<file path="src/rtl/lcd_pkg.sv">
// ---------------------------------------------------------------------------
// lcd_pkg
// Shared constants, types and helpers for the HD44780 text sequencer.
//   - HD44780 power-up command bytes and DDRAM row base addresses
//   - per-byte sequencer state enum and the debug struct exported by the top
//   - helpers: init step -> command byte, row -> base address, address width
// ---------------------------------------------------------------------------
package lcd_pkg;

    localparam logic [7:0] LCD_CMD_FUNCSET = 8'h38;  // 8-bit bus, 2 lines, 5x8 font
    localparam logic [7:0] LCD_CMD_DISP_ON = 8'h0C;  // display on, cursor off
    localparam logic [7:0] LCD_CMD_CLEAR   = 8'h01;
    localparam logic [7:0] LCD_CMD_ENTRY   = 8'h06;  // increment, no shift

    localparam logic [7:0] LCD_ROW0_ADDR = 8'h80;
    localparam logic [7:0] LCD_ROW1_ADDR = 8'hC0;
    localparam logic [7:0] LCD_ROW2_ADDR = 8'h94;
    localparam logic [7:0] LCD_ROW3_ADDR = 8'hD4;

    localparam int INIT_STEPS = 4;

    // ISSUE encodes as 0 so the reset state is the first init byte.
    typedef enum logic [2:0] {
        ISSUE = 3'd0,
        WAIT  = 3'd1,
        DELAY = 3'd2,
        NEXT  = 3'd3,
        IDLE  = 3'd4
    } state_t;

    typedef struct packed {
        state_t state;
        logic   dirty;
        logic   init_phase;
    } dbg_t;

    function automatic logic [7:0] init_cmd(input logic [1:0] step);
        case (step)
            2'd0:    return LCD_CMD_FUNCSET;
            2'd1:    return LCD_CMD_DISP_ON;
            2'd2:    return LCD_CMD_CLEAR;
            default: return LCD_CMD_ENTRY;
        endcase
    endfunction

    function automatic logic [7:0] row_base(input logic [1:0] row);
        case (row)
            2'd0:    return LCD_ROW0_ADDR;
            2'd1:    return LCD_ROW1_ADDR;
            2'd2:    return LCD_ROW2_ADDR;
            default: return LCD_ROW3_ADDR;
        endcase
    endfunction

    // A 1x1 panel still needs a 1-bit address bus.
    function automatic int addr_width(input int n);
        return (n > 1) ? $clog2(n) : 1;
    endfunction

endpackage

</file>
<file path="src/rtl/lcd_text_engine_if.sv">
// ---------------------------------------------------------------------------
// Interfaces of lcd_text_engine.
//
// lcd_host_if  : host side. Buffer write port (wr_en/wr_addr/wr_data, one
//                write per cycle, no back-pressure), single-cycle refresh
//                request, and the ready/busy status returned by the engine.
//                master = host logic, slave = engine.
//
// lcd_byte_if  : byte transfer to the lcd_controller.
//                Handshake: the engine raises start together with a stable
//                data/rs pair and holds all three until it samples done=1 on
//                a rising edge; on that same edge start drops. done is only
//                meaningful while start is high and is ignored otherwise.
//                master = engine, slave = controller.
// ---------------------------------------------------------------------------
interface lcd_host_if #(
    parameter int AW = 5
) ();
    logic          wr_en;
    logic [AW-1:0] wr_addr;
    logic [7:0]    wr_data;
    logic          refresh;
    logic          ready;
    logic          busy;

    modport master (output wr_en, output wr_addr, output wr_data, output refresh,
                    input ready, input busy);
    modport slave  (input wr_en, input wr_addr, input wr_data, input refresh,
                    output ready, output busy);
endinterface

interface lcd_byte_if ();
    logic [7:0] data;
    logic       rs;
    logic       start;
    logic       done;

    modport master (output data, output rs, output start, input done);
    modport slave  (input data, input rs, input start, output done);
endinterface

</file>
<file path="src/rtl/lcd_char_buffer.sv">
// ---------------------------------------------------------------------------
// lcd_char_buffer
// ROWS*COLS x 8 character register file, cleared to spaces on reset.
//   iCLK, iRST_N : clock, asynchronous active-low reset
//   wr_en/wr_addr/wr_data : write port; out-of-range addresses are dropped
//   wr_accept    : combinational pulse, high when this cycle's write lands
//   rd_addr/rd_data : combinational read port (out-of-range reads a space)
// ---------------------------------------------------------------------------
module lcd_char_buffer #(
    parameter int ROWS = 2,
    parameter int COLS = 16,
    parameter int AW   = 5
) (
    input  logic          iCLK,
    input  logic          iRST_N,
    input  logic          wr_en,
    input  logic [AW-1:0] wr_addr,
    input  logic [7:0]    wr_data,
    output logic          wr_accept,
    input  logic [AW-1:0] rd_addr,
    output logic [7:0]    rd_data
);

    localparam int NCHAR = ROWS * COLS;
    // NCHAR <= 2**AW, so one extra bit holds it without truncation.
    localparam logic [AW:0] NCHAR_V = (AW + 1)'(NCHAR);

    logic [7:0] mem [NCHAR];

    assign wr_accept = wr_en && ({1'b0, wr_addr} < NCHAR_V);

    always_ff @(posedge iCLK or negedge iRST_N) begin
        if (!iRST_N) begin
            for (int i = 0; i < NCHAR; i++) begin
                mem[i] <= 8'h20;
            end
        end else if (wr_accept) begin
            mem[wr_addr] <= wr_data;
        end
    end

    always_comb begin
        rd_data = 8'h20;
        if ({1'b0, rd_addr} < NCHAR_V) begin
            rd_data = mem[rd_addr];
        end
    end

endmodule

</file>
<file path="src/rtl/lcd_text_engine.sv">
// ---------------------------------------------------------------------------
// lcd_text_engine
// HD44780 text sequencer for a ROWS x COLS panel. After reset it sends the
// four init commands once, then sends whole frames (row address command
// followed by COLS characters, for each row) on a refresh request or, with
// AUTO_REFRESH, whenever the character buffer has been written.
//   iCLK, iRST_N : clock, asynchronous active-low reset
//   host         : lcd_host_if.slave  - buffer writes, refresh, ready/busy
//   lcd          : lcd_byte_if.master - byte/RS with start/done handshake
//   dbg          : sequencer state, dirty flag, init-phase flag
// ---------------------------------------------------------------------------
module lcd_text_engine
    import lcd_pkg::*;
#(
    parameter int COLS         = 16,
    parameter int ROWS         = 2,
    parameter int DLY_CYCLES   = 100000,
    parameter int AUTO_REFRESH = 1
) (
    input  logic iCLK,
    input  logic iRST_N,
    lcd_host_if.slave  host,
    lcd_byte_if.master lcd,
    output dbg_t dbg
);

    localparam int NCHAR = ROWS * COLS;
    localparam int AW    = addr_width(NCHAR);
    localparam int CW    = $clog2(DLY_CYCLES + 1);
    // The column counter doubles as the init step index, so it needs >= 2 bits.
    localparam int COLW  = ($clog2(COLS + 1) < 2) ? 2 : $clog2(COLS + 1);

    localparam logic [CW-1:0]   DLY_LAST  = CW'(DLY_CYCLES - 1);
    localparam logic [COLW-1:0] COL_LAST  = COLW'(COLS);
    localparam logic [COLW-1:0] INIT_LAST = COLW'(INIT_STEPS - 1);
    localparam logic [1:0]      ROW_LAST  = 2'(ROWS - 1);

    state_t          state_q, state_d;
    logic [1:0]      row_q;
    logic [COLW-1:0] col_q;     // 0 = row command slot, 1..COLS = characters
    logic [CW-1:0]   dly_q;
    logic            ready_q;
    logic            dirty_q;
    logic [7:0]      data_q;
    logic            rs_q;
    logic            start_q;

    logic            is_init;
    logic            last_byte;
    logic            frame_start;
    logic            busy;
    logic [7:0]      byte_d;
    logic            rs_d;
    int              rd_idx;
    logic [AW-1:0]   rd_addr;
    logic [7:0]      rd_data;
    logic            wr_accept;

    lcd_char_buffer #(
        .ROWS (ROWS),
        .COLS (COLS),
        .AW   (AW)
    ) u_buf (
        .iCLK      (iCLK),
        .iRST_N    (iRST_N),
        .wr_en     (host.wr_en),
        .wr_addr   (host.wr_addr),
        .wr_data   (host.wr_data),
        .wr_accept (wr_accept),
        .rd_addr   (rd_addr),
        .rd_data   (rd_data)
    );

    // Byte selection for the current slot. The buffer is read combinationally
    // and sampled only in ISSUE, so a write landing on that same edge is seen
    // by the next frame instead (dirty covers it).
    always_comb begin
        is_init   = !ready_q;
        rd_idx    = 32'(row_q) * COLS + 32'(col_q) - 1;
        rd_addr   = rd_idx[AW-1:0];
        byte_d    = 8'h00;
        rs_d      = 1'b0;
        last_byte = 1'b0;
        if (is_init) begin
            byte_d    = init_cmd(col_q[1:0]);
            last_byte = (col_q == INIT_LAST);
        end else if (col_q == '0) begin
            byte_d = row_base(row_q);
        end else begin
            byte_d    = rd_data;
            rs_d      = 1'b1;
            last_byte = (row_q == ROW_LAST) && (col_q == COL_LAST);
        end
    end

    always_comb begin
        frame_start = (state_q == IDLE) && ready_q &&
                      (host.refresh || ((AUTO_REFRESH != 0) && dirty_q));
    end

    // State register
    always_ff @(posedge iCLK or negedge iRST_N) begin
        if (!iRST_N) begin
            state_q <= ISSUE;
        end else begin
            state_q <= state_d;
        end
    end

    // Next-state logic
    always_comb begin
        state_d = state_q;
        case (state_q)
            ISSUE: state_d = WAIT;
            WAIT:  if (lcd.done) state_d = DELAY;
            DELAY: if (dly_q == DLY_LAST) state_d = NEXT;
            NEXT:  state_d = last_byte ? IDLE : ISSUE;
            IDLE:  if (frame_start) state_d = ISSUE;
            default: state_d = IDLE;
        endcase
    end

    // Datapath registers: slot counters, delay counter, flags, bus outputs
    always_ff @(posedge iCLK or negedge iRST_N) begin
        if (!iRST_N) begin
            row_q   <= 2'd0;
            col_q   <= '0;
            dly_q   <= '0;
            ready_q <= 1'b0;
            dirty_q <= 1'b0;
            data_q  <= 8'h00;
            rs_q    <= 1'b0;
            start_q <= 1'b0;
        end else begin
            // A write on the frame-start edge must not be lost: set beats clear.
            if (wr_accept) begin
                dirty_q <= 1'b1;
            end else if (frame_start) begin
                dirty_q <= 1'b0;
            end

            case (state_q)
                ISSUE: begin
                    data_q  <= byte_d;
                    rs_q    <= rs_d;
                    start_q <= 1'b1;
                end
                WAIT: begin
                    if (lcd.done) start_q <= 1'b0;
                end
                DELAY: begin
                    dly_q <= (dly_q == DLY_LAST) ? '0 : dly_q + 1'b1;
                end
                NEXT: begin
                    if (last_byte) begin
                        row_q   <= 2'd0;
                        col_q   <= '0;
                        ready_q <= 1'b1;
                    end else if (!is_init && (col_q == COL_LAST)) begin
                        row_q <= row_q + 2'd1;
                        col_q <= '0;
                    end else begin
                        col_q <= col_q + 1'b1;
                    end
                end
                default: ;
            endcase
        end
    end

    // Outputs
    always_comb begin
        busy           = (state_q != IDLE);
        dbg            = '0;
        dbg.state      = state_q;
        dbg.dirty      = dirty_q;
        dbg.init_phase = !ready_q;
    end

    assign host.ready = ready_q;
    assign host.busy  = busy;
    assign lcd.data   = data_q;
    assign lcd.rs     = rs_q;
    assign lcd.start  = start_q;

endmodule

</file>
<file path="src/flat_wrapper.sv">
// flat-port wrapper written by rule: the top's interface ports become plain ports
module lcd_text_engine_flat import lcd_pkg::*;
#(
    parameter int COLS         = 16,
    parameter int ROWS         = 2,
    parameter int DLY_CYCLES   = 100000,
    parameter int AUTO_REFRESH = 1
)
  (iCLK, iRST_N, dbg, host_wr_en, host_wr_addr, host_wr_data, host_refresh, host_ready, host_busy, lcd_data, lcd_rs, lcd_start, lcd_done);
  lcd_host_if #(.AW(5)) host_i ();
  lcd_byte_if lcd_i ();
  input  logic iCLK;
  input  logic iRST_N;
  output dbg_t dbg;
  input wire logic [$bits(host_i.wr_en)-1:0] host_wr_en;
  input wire logic [$bits(host_i.wr_addr)-1:0] host_wr_addr;
  input wire logic [$bits(host_i.wr_data)-1:0] host_wr_data;
  input wire logic [$bits(host_i.refresh)-1:0] host_refresh;
  output wire logic [$bits(host_i.ready)-1:0] host_ready;
  output wire logic [$bits(host_i.busy)-1:0] host_busy;
  output wire logic [$bits(lcd_i.data)-1:0] lcd_data;
  output wire logic [$bits(lcd_i.rs)-1:0] lcd_rs;
  output wire logic [$bits(lcd_i.start)-1:0] lcd_start;
  input wire logic [$bits(lcd_i.done)-1:0] lcd_done;
  assign host_i.wr_en = host_wr_en;
  assign host_i.wr_addr = host_wr_addr;
  assign host_i.wr_data = host_wr_data;
  assign host_i.refresh = host_refresh;
  assign host_ready = host_i.ready;
  assign host_busy = host_i.busy;
  assign lcd_data = lcd_i.data;
  assign lcd_rs = lcd_i.rs;
  assign lcd_start = lcd_i.start;
  assign lcd_i.done = lcd_done;
  lcd_text_engine #(.COLS(COLS), .ROWS(ROWS), .DLY_CYCLES(DLY_CYCLES), .AUTO_REFRESH(AUTO_REFRESH)) u_core (.iCLK(iCLK), .iRST_N(iRST_N), .host(host_i), .lcd(lcd_i), .dbg(dbg));
endmodule
</file>
<file path="config.mk">
export PLATFORM = sky130hd
export DESIGN_NAME = lcd_text_engine_flat
export DESIGN_NICKNAME = d
export VERILOG_FILES = /design/src/rtl/lcd_pkg.sv /design/src/rtl/lcd_text_engine_if.sv /design/src/rtl/lcd_char_buffer.sv /design/src/rtl/lcd_text_engine.sv /design/src/flat_wrapper.sv
export SDC_FILE = /design/constraint.sdc
export NUM_CORES = 1
export LEC_CHECK = 0
export ABC_AREA = 1
export BUFFER_PORTS_ARGS = -buffer_cell sky130_fd_sc_hd__buf_4
export CORE_MARGIN = 4
export CORE_UTILIZATION = 39
export CTS_CLUSTER_SIZE = 12
export DETAILED_ROUTE_END_ITERATION = 10
export GPL_TIMING_DRIVEN = 0
export SLEW_MARGIN = 20
export SYNTH_ARGS = -nofsm -noshare
export SYNTH_HDL_FRONTEND = slang
export SYNTH_SLANG_ARGS = --single-unit
</file>
<file path="constraint.sdc">
create_clock -name iCLK -period 2.85 [get_ports iCLK]
set_clock_uncertainty 0.2 [all_clocks]
set_input_delay 0.1425 -clock iCLK [delete_from_list [all_inputs] [get_ports iCLK]]
set_output_delay 0.1425 -clock iCLK [all_outputs]
set_load 0.02 [all_outputs]
</file>
# [Word-level counts from Yosys, hierarchy flattened]
# Index checks and enable logic that the tools add are counted.
[word_totals] inputBits=18 reg_bits=295 mem_count=0 mem_bits_ro=0 wordCells=112 latch_bits=0 ram_bits=0
[op_classes] shifts=0 div_mod_pow=0 eq_ne=15 add_sub_neg=5 mux=28 n_mul=0 n_lt_le_gt_ge=3 reduce_logical=18 bitwise_logic=2
[op_table] cell="256-bit bitwise mux" count=1
[op_table] cell="8-bit binary-select mux with 5-bit select" count=1
[op_table] cell="8-bit demux with 5-bit select" count=1
[op_table] cell="8-bit two-way mux" count=5
[op_table] cell="7-bit one-hot mux with 3 select lines" count=1
[op_table] cell="6-bit one-hot mux with 3 select lines" count=1
[op_table] cell="17-bit by 1-bit adder with 17-bit output (second input constant)" count=1
[op_table] cell="17-bit == test (second input constant)" count=1
[op_table] cell="17-bit two-way mux" count=1
[op_table] cell="3-bit one-hot mux with 5 select lines" count=1
[op_table] cell="6-bit >= comparator (second input constant)" count=2
[op_table] cell="3-bit two-way mux" count=4
[op_table] cell="5-bit NOT with 6-bit output" count=2
[op_table] cell="5-bit two-way mux" count=2
[op_table] cell="1-bit two-way mux" count=7
[op_table] cell="3-bit by 2-bit == test with 1-bit output (second input constant)" count=2
[op_table] cell="6-bit by 1-bit < comparator with 1-bit output (second input constant)" count=1
[op_table] cell="2-bit AND reduction" count=3
[op_table] cell="2-bit nonzero test" count=3
[op_table] cell="5-bit by 1-bit adder with 5-bit output (second input constant)" count=1
[op_table] cell="5-bit adder" count=1
[op_table] cell="5-bit by 2-bit == test with 1-bit output (second input constant)" count=1
[op_table] cell="5-bit == test (second input constant)" count=1
[op_table] cell="1-bit logical AND" count=5
[op_table] cell="other kinds (17)" count=22

# [Logic depth before layout (Yosys ltp)]
[logic_depth] ltp_word=8 depth_mapped=16 depth_no_buf=14

# [Modules after synthesis]
# Synthesis repeated with hierarchy kept, for this count alone.
[hier_totals] cells_unflattened=1794 hier_area_um2=14293.7
[by_module_without_submodules] mod="lcd_char_buffer" n_inst=1 cells_per_inst=1492 area_per_inst_um2=11944.0
[by_module_without_submodules] mod="lcd_text_engine" n_inst=1 cells_per_inst=302 area_per_inst_um2=2349.8

# [Least setup slack after synthesis]
# No wires, ideal clock.
[synth_path] path_type="flip-flop to flip-flop" start="register u_core.col_q[0]" end="register u_core.data_q[7] (netlist: u_core.lcd.data[7])" path_slack_ps=220 stages_incl_launch_ff=17 t_required_ps=2533 period_less_slack_ps=2630 arrival_time_ps=2313 cell_sequence="dfrtp_1 clkinv_1 buf_2 buf_1 ha_1 buf_2 clkinv_1 clkbuf_1 nor2_1 o21ai_0 nand3_1 nand3_1 nand2_1 nand2_1 nand3_1 nand2_1 nand2_1"
[synth_via] elab_chain_len=8
[synth_lines] item="start: declaration" line="lcd_text_engine.sv:40" source="logic [COLW-1:0] col_q;"
[synth_lines] item="start signal: assignment" line="lcd_text_engine.sv:163" source="col_q <= col_q + 1'b1;"
[synth_lines] item="5-bit adder" line="lcd_text_engine.sv:79" source="rd_idx = 32'(row_q) * COLS + 32'(col_q) - 1;"
[synth_lines] item="5-bit by 1-bit subtractor with 5-bit output" line="lcd_text_engine.sv:79"
[synth_lines] item="5-bit NOT with 6-bit output (not written as such)" line="lcd_char_buffer.sv:45" source="rd_data = mem[rd_addr];"
[synth_lines] item="8-bit binary-select mux with 5-bit select" line="lcd_char_buffer.sv:45"
[synth_lines] item="8-bit two-way mux (not written as such) (2 in series)" line="lcd_char_buffer.sv:45"
[synth_lines] item="8-bit two-way mux *" line="lcd_text_engine.sv:87" source="end else if (col_q == '0) begin"
[synth_lines] item="8-bit two-way mux *" line="lcd_text_engine.sv:84" source="if (is_init) begin"
[synth_lines] item="end signal: assignment" line="lcd_text_engine.sv:144" source="data_q <= byte_d;"
[synth_lines] item="end: declaration" line="lcd_text_engine.sv:44" source="logic [7:0] data_q;"
# Mark *: on every way between the ends. The rest lies on a longest branch, timed or not. The select of a mux whose other input is x is not followed.
# A chain may end at the register's enable or synchronous reset.

# [Final worst setup path]
[layout_path] start="register u_core.col_q[0]" end="register u_core.data_q[3] (netlist: u_core.lcd.data[3])"
[layout_via] elab_chain_len=8
[layout_lines] item="5-bit adder" line="lcd_text_engine.sv:79"
[layout_lines] item="5-bit by 1-bit subtractor with 5-bit output" line="lcd_text_engine.sv:79"
[layout_lines] item="5-bit NOT with 6-bit output (not written as such)" line="lcd_char_buffer.sv:45"
[layout_lines] item="8-bit binary-select mux with 5-bit select" line="lcd_char_buffer.sv:45"
[layout_lines] item="8-bit two-way mux (not written as such) (2 in series)" line="lcd_char_buffer.sv:45"
[layout_lines] item="8-bit two-way mux" line="lcd_text_engine.sv:87"
[layout_lines] item="8-bit two-way mux *" line="lcd_text_engine.sv:84"
# Marked as above.

==> summary.txt <==
Clock tree
  – Number of H-tree levels: 2
  – Clock Path Buffers: 3
  – Clk root buf: clkbuf_16
  – Reg clk slew, reported paths: around 0.060 ns
  – CTS Sinks: roughly 300
  – Clk_lat worst skew: 0.52 ns
  – CTS Buf Count: 34
  – CTS tree: done

Floorplan
  – Die outline height: approximately 200 um
  – FP Rows: slightly below 70
  – Core ar.: ~36000 um^2
  – Die Wd: between 150 and 200 um
  – I/O pins: 35
  – Starting Density: roughly two fifths
  – Die ar.: between 30000 and 40000 um^2

Global route
  – Vias in the first global route: 12700
  – First-pass GRT wire length: roughly 78000 um
  – Largest net degree at the start of global routing: 90
  – GRT overflow: 0
  – GRT Overall Usage: between 20% and 30%
  – Initial antenna violation count: 1

Synthesis
  – FF+latch count, synth: between 200 and 300
  – Mapped Avg Cell Area: about 7.9 um^2
  – Syn nets: ~1800
  – Synth Flop Type: dfrtp_1
  – Leading area contributor after synthesis: dfrtp_1
  – Async set-or-reset flop fraction in the synthesized netlist: 100%
  – Largest cells by area after synthesis: dfrtp_1, nand2_1, o21ai_0
  – Cell area after synthesis: 14100 um^2
  – Yosys warnings: 0
  – Synth Instances: approximately 1800
  – EDFF count, synth: 0
  – Top-count cell post-synth: nand2_1
  – Commonest cells post-synth: nand2_1, dfrtp_1, o21ai_0, nand3_1, inv_1
  – Number of distinct library cells after synthesis: 35
  – Sequential share of the synthesized area: between 50% and 60%
  – Top-area cell type share of the netlist area: 46.8%

Critical path
  – Worst EP required: roughly 3 ns
  – WP buf/inv: 4
  – Crit-path most repeated cell: nand3_1
  – CP max stage delay: 0.53 ns
  – CP top delay family: adder cells
  – Crit-path cells: buf_4 -> ha_1 -> inv_2 -> fa_2 -> inv_4 -> buf_4 -> nand3_1 -> nand3_1 -> nand2_1 -> nand2_1 -> nand3_1 -> a21oi_1
  – Slowest cell on crit path: fa_2
  – Endpoint type of the worst setup path: flip-flop
  – CP Data Arrival Time: slightly above 3 ns
  – Setup CP Type: flip-flop to flip-flop
  – Largest fanout on the critical path: 10
  – CP Launch Type: flip-flop

Final layout
  – # fillers: about 3400
  – Share of cells above drive strength 1: 11.1%
  – Area of the multi-input gates: 5930 um^2
  – Register cell area after layout: 7420 um^2
  – Area Growth Syn to Fin: 18.6%
  – Antenna fix cells: 0
  – Fin nets: 1907

Routing
  – Via Count: ~13000
  – DRC Markers: 0
  – Drt initial violations: ~1600
  – First-pass detailed-route iteration total: 6
  – Final WL: just over 50000 um
  – Detail Route Antenna Nets: 0
  – Routed len/inst: around 22 um
  – Via density: between 5 and 6

STA
  – Slew headroom: around 15%
  – Endpoints failing hold: 0
  – Max-slew violation count: 0
  – Final setup vio count: 0
  – Min Hold Slack: roughly 0.023 ns
  – Setup TNS: 0 ns
  – Unrepaired setup endpoints after global routing: true
  – Crit share post-route: 99.8%
  – Slew at the pin closest to its max-slew limit: 1.26 ns
  – Max Clk Rate: between 300 and 400 MHz
  – Minimum clock period: roughly 2.8 ns

Placed design
  – Routability cong.: 1.01
  – DP Wirelength: ~34000 um
  – Port Buffers: 34

Worst hold path
  – Min-delay worst type: primary input to async pin

Power and ir drop
  – PD cells: between 1000 and 1500 nW/um^2
  – Max IR drop VDD: around 0.67 mV
  – Final total power: approximately 21000 uW
  – Leakage: 0.00763 uW

Job
  – Max_cap viols: 0

Outcome
  – Outcome: finished, final reports clean
==> path summary, 6_finish.rpt <==
check                                              to  slack (ns)  cells after the start                 start
worst min register to register   u_core.u_buf.mem[20]        0.28                      2  u_core.u_buf.mem[20]
min in group iCLK                u_core.u_buf.mem[11]        0.03                      5       host_wr_addr[2]
worst max-delay path               u_core.lcd.data[3]       0.007                     12       u_core.col_q[0]
worst max register to register     u_core.lcd.data[3]       0.007                     12       u_core.col_q[0]
max in group asynchronous        u_core.u_buf.mem[21]        1.51                      4                iRST_N
worst min-delay path            u_core.u_buf.mem[157]        0.02                      2                iRST_N
==> layout make-up <==
cell class	count	area share [%]
Inverter	100	2.33
Clock inverter	5	0.150
Tap cell	461	3.46
Multi-Input combinational cell	1275	35.6
Timing Repair Buffer	62	3.57
Sequential cell	295	44.5
Buffer	106	3.98
Clock buffer	57	6.42
==> cell usage in the layout, fill, tap and decap left out, types with 14 or more instances in the layout <==
cell type	n
nand2_1	584
dfrtp_1	261
o21ai_0	258
nand3_1	204
inv_1	89
nor2_1	87
clkbuf_1	80
buf_4	46
a21oi_1	41
clkbuf_16	39
dfstp_2	32
nand3_2	18
dlygate4sd3_1	17
nor3_1	15
ha_1	14
==> per-layer routing <==
layer  GRT usage [%]  routed length [um]  up-vias
li1                -                   -     6003
met1            36.6               21700     6326
met2            39.0               22200      647
met3            5.75                4920      151
met4            10.6                2270        2
met5               0                  13        -
==> what timing repair did <==
item                                    CTS  global route
buffers inserted                          3             4
pin swaps                                 4             5
resized for setup                        78            36
hold buffers                             18             0
endpoints found under the setup margin   17             8
endpoints found under the hold margin   224             0
==> state kept, by name, indices dropped and copies added, names as in the netlist <==
| name | count |
|---|---|
| u_core.dirty_q | 1 |
| u_core.lcd.start | 1 |
| u_core.col_q | 5 |
| u_core.u_buf.mem | 256 |
| u_core.dly_q | 17 |
| u_core.row_q | 2 |
| u_core.lcd.data | 8 |
| u_core.state_q | 3 |
| u_core.host.ready | 1 |
| u_core.lcd.rs | 1 |
==> metrics by stage <==
stage,area [um^2],setup WS (ns),instances,util (%)
after floorplan,14100,0.220,1777,-
after global routing,16700,-0.0113,2361,46.9
after global placement,14900,-1.62,2272,41.9
final,16700,0.00698,2361,46.9
after detailed placement,15000,-1.62,2275,42.1
after CTS,16500,0.00959,2357,46.4
==> report_power, final <==
group          internal (uW)  leakage, uW  switching, uW
Clock                   2560     0.000541           1730
Combinational           3540      0.00340           7470
Sequential              5120      0.00369            569
==> logic make-up after synthesis <==
group                      Yosys count  synth area share, %
and+or+nand+nor                    930                 27.8
DFF                                295                 52.8
xor gates and xnor gates             9                0.614
adders and majority gates           15                 1.39
AOI/OAI and AO/OA                  321                 11.7
buffers and inverters              207                 5.77
No activity file was read; power rests on OpenSTA's default activity.
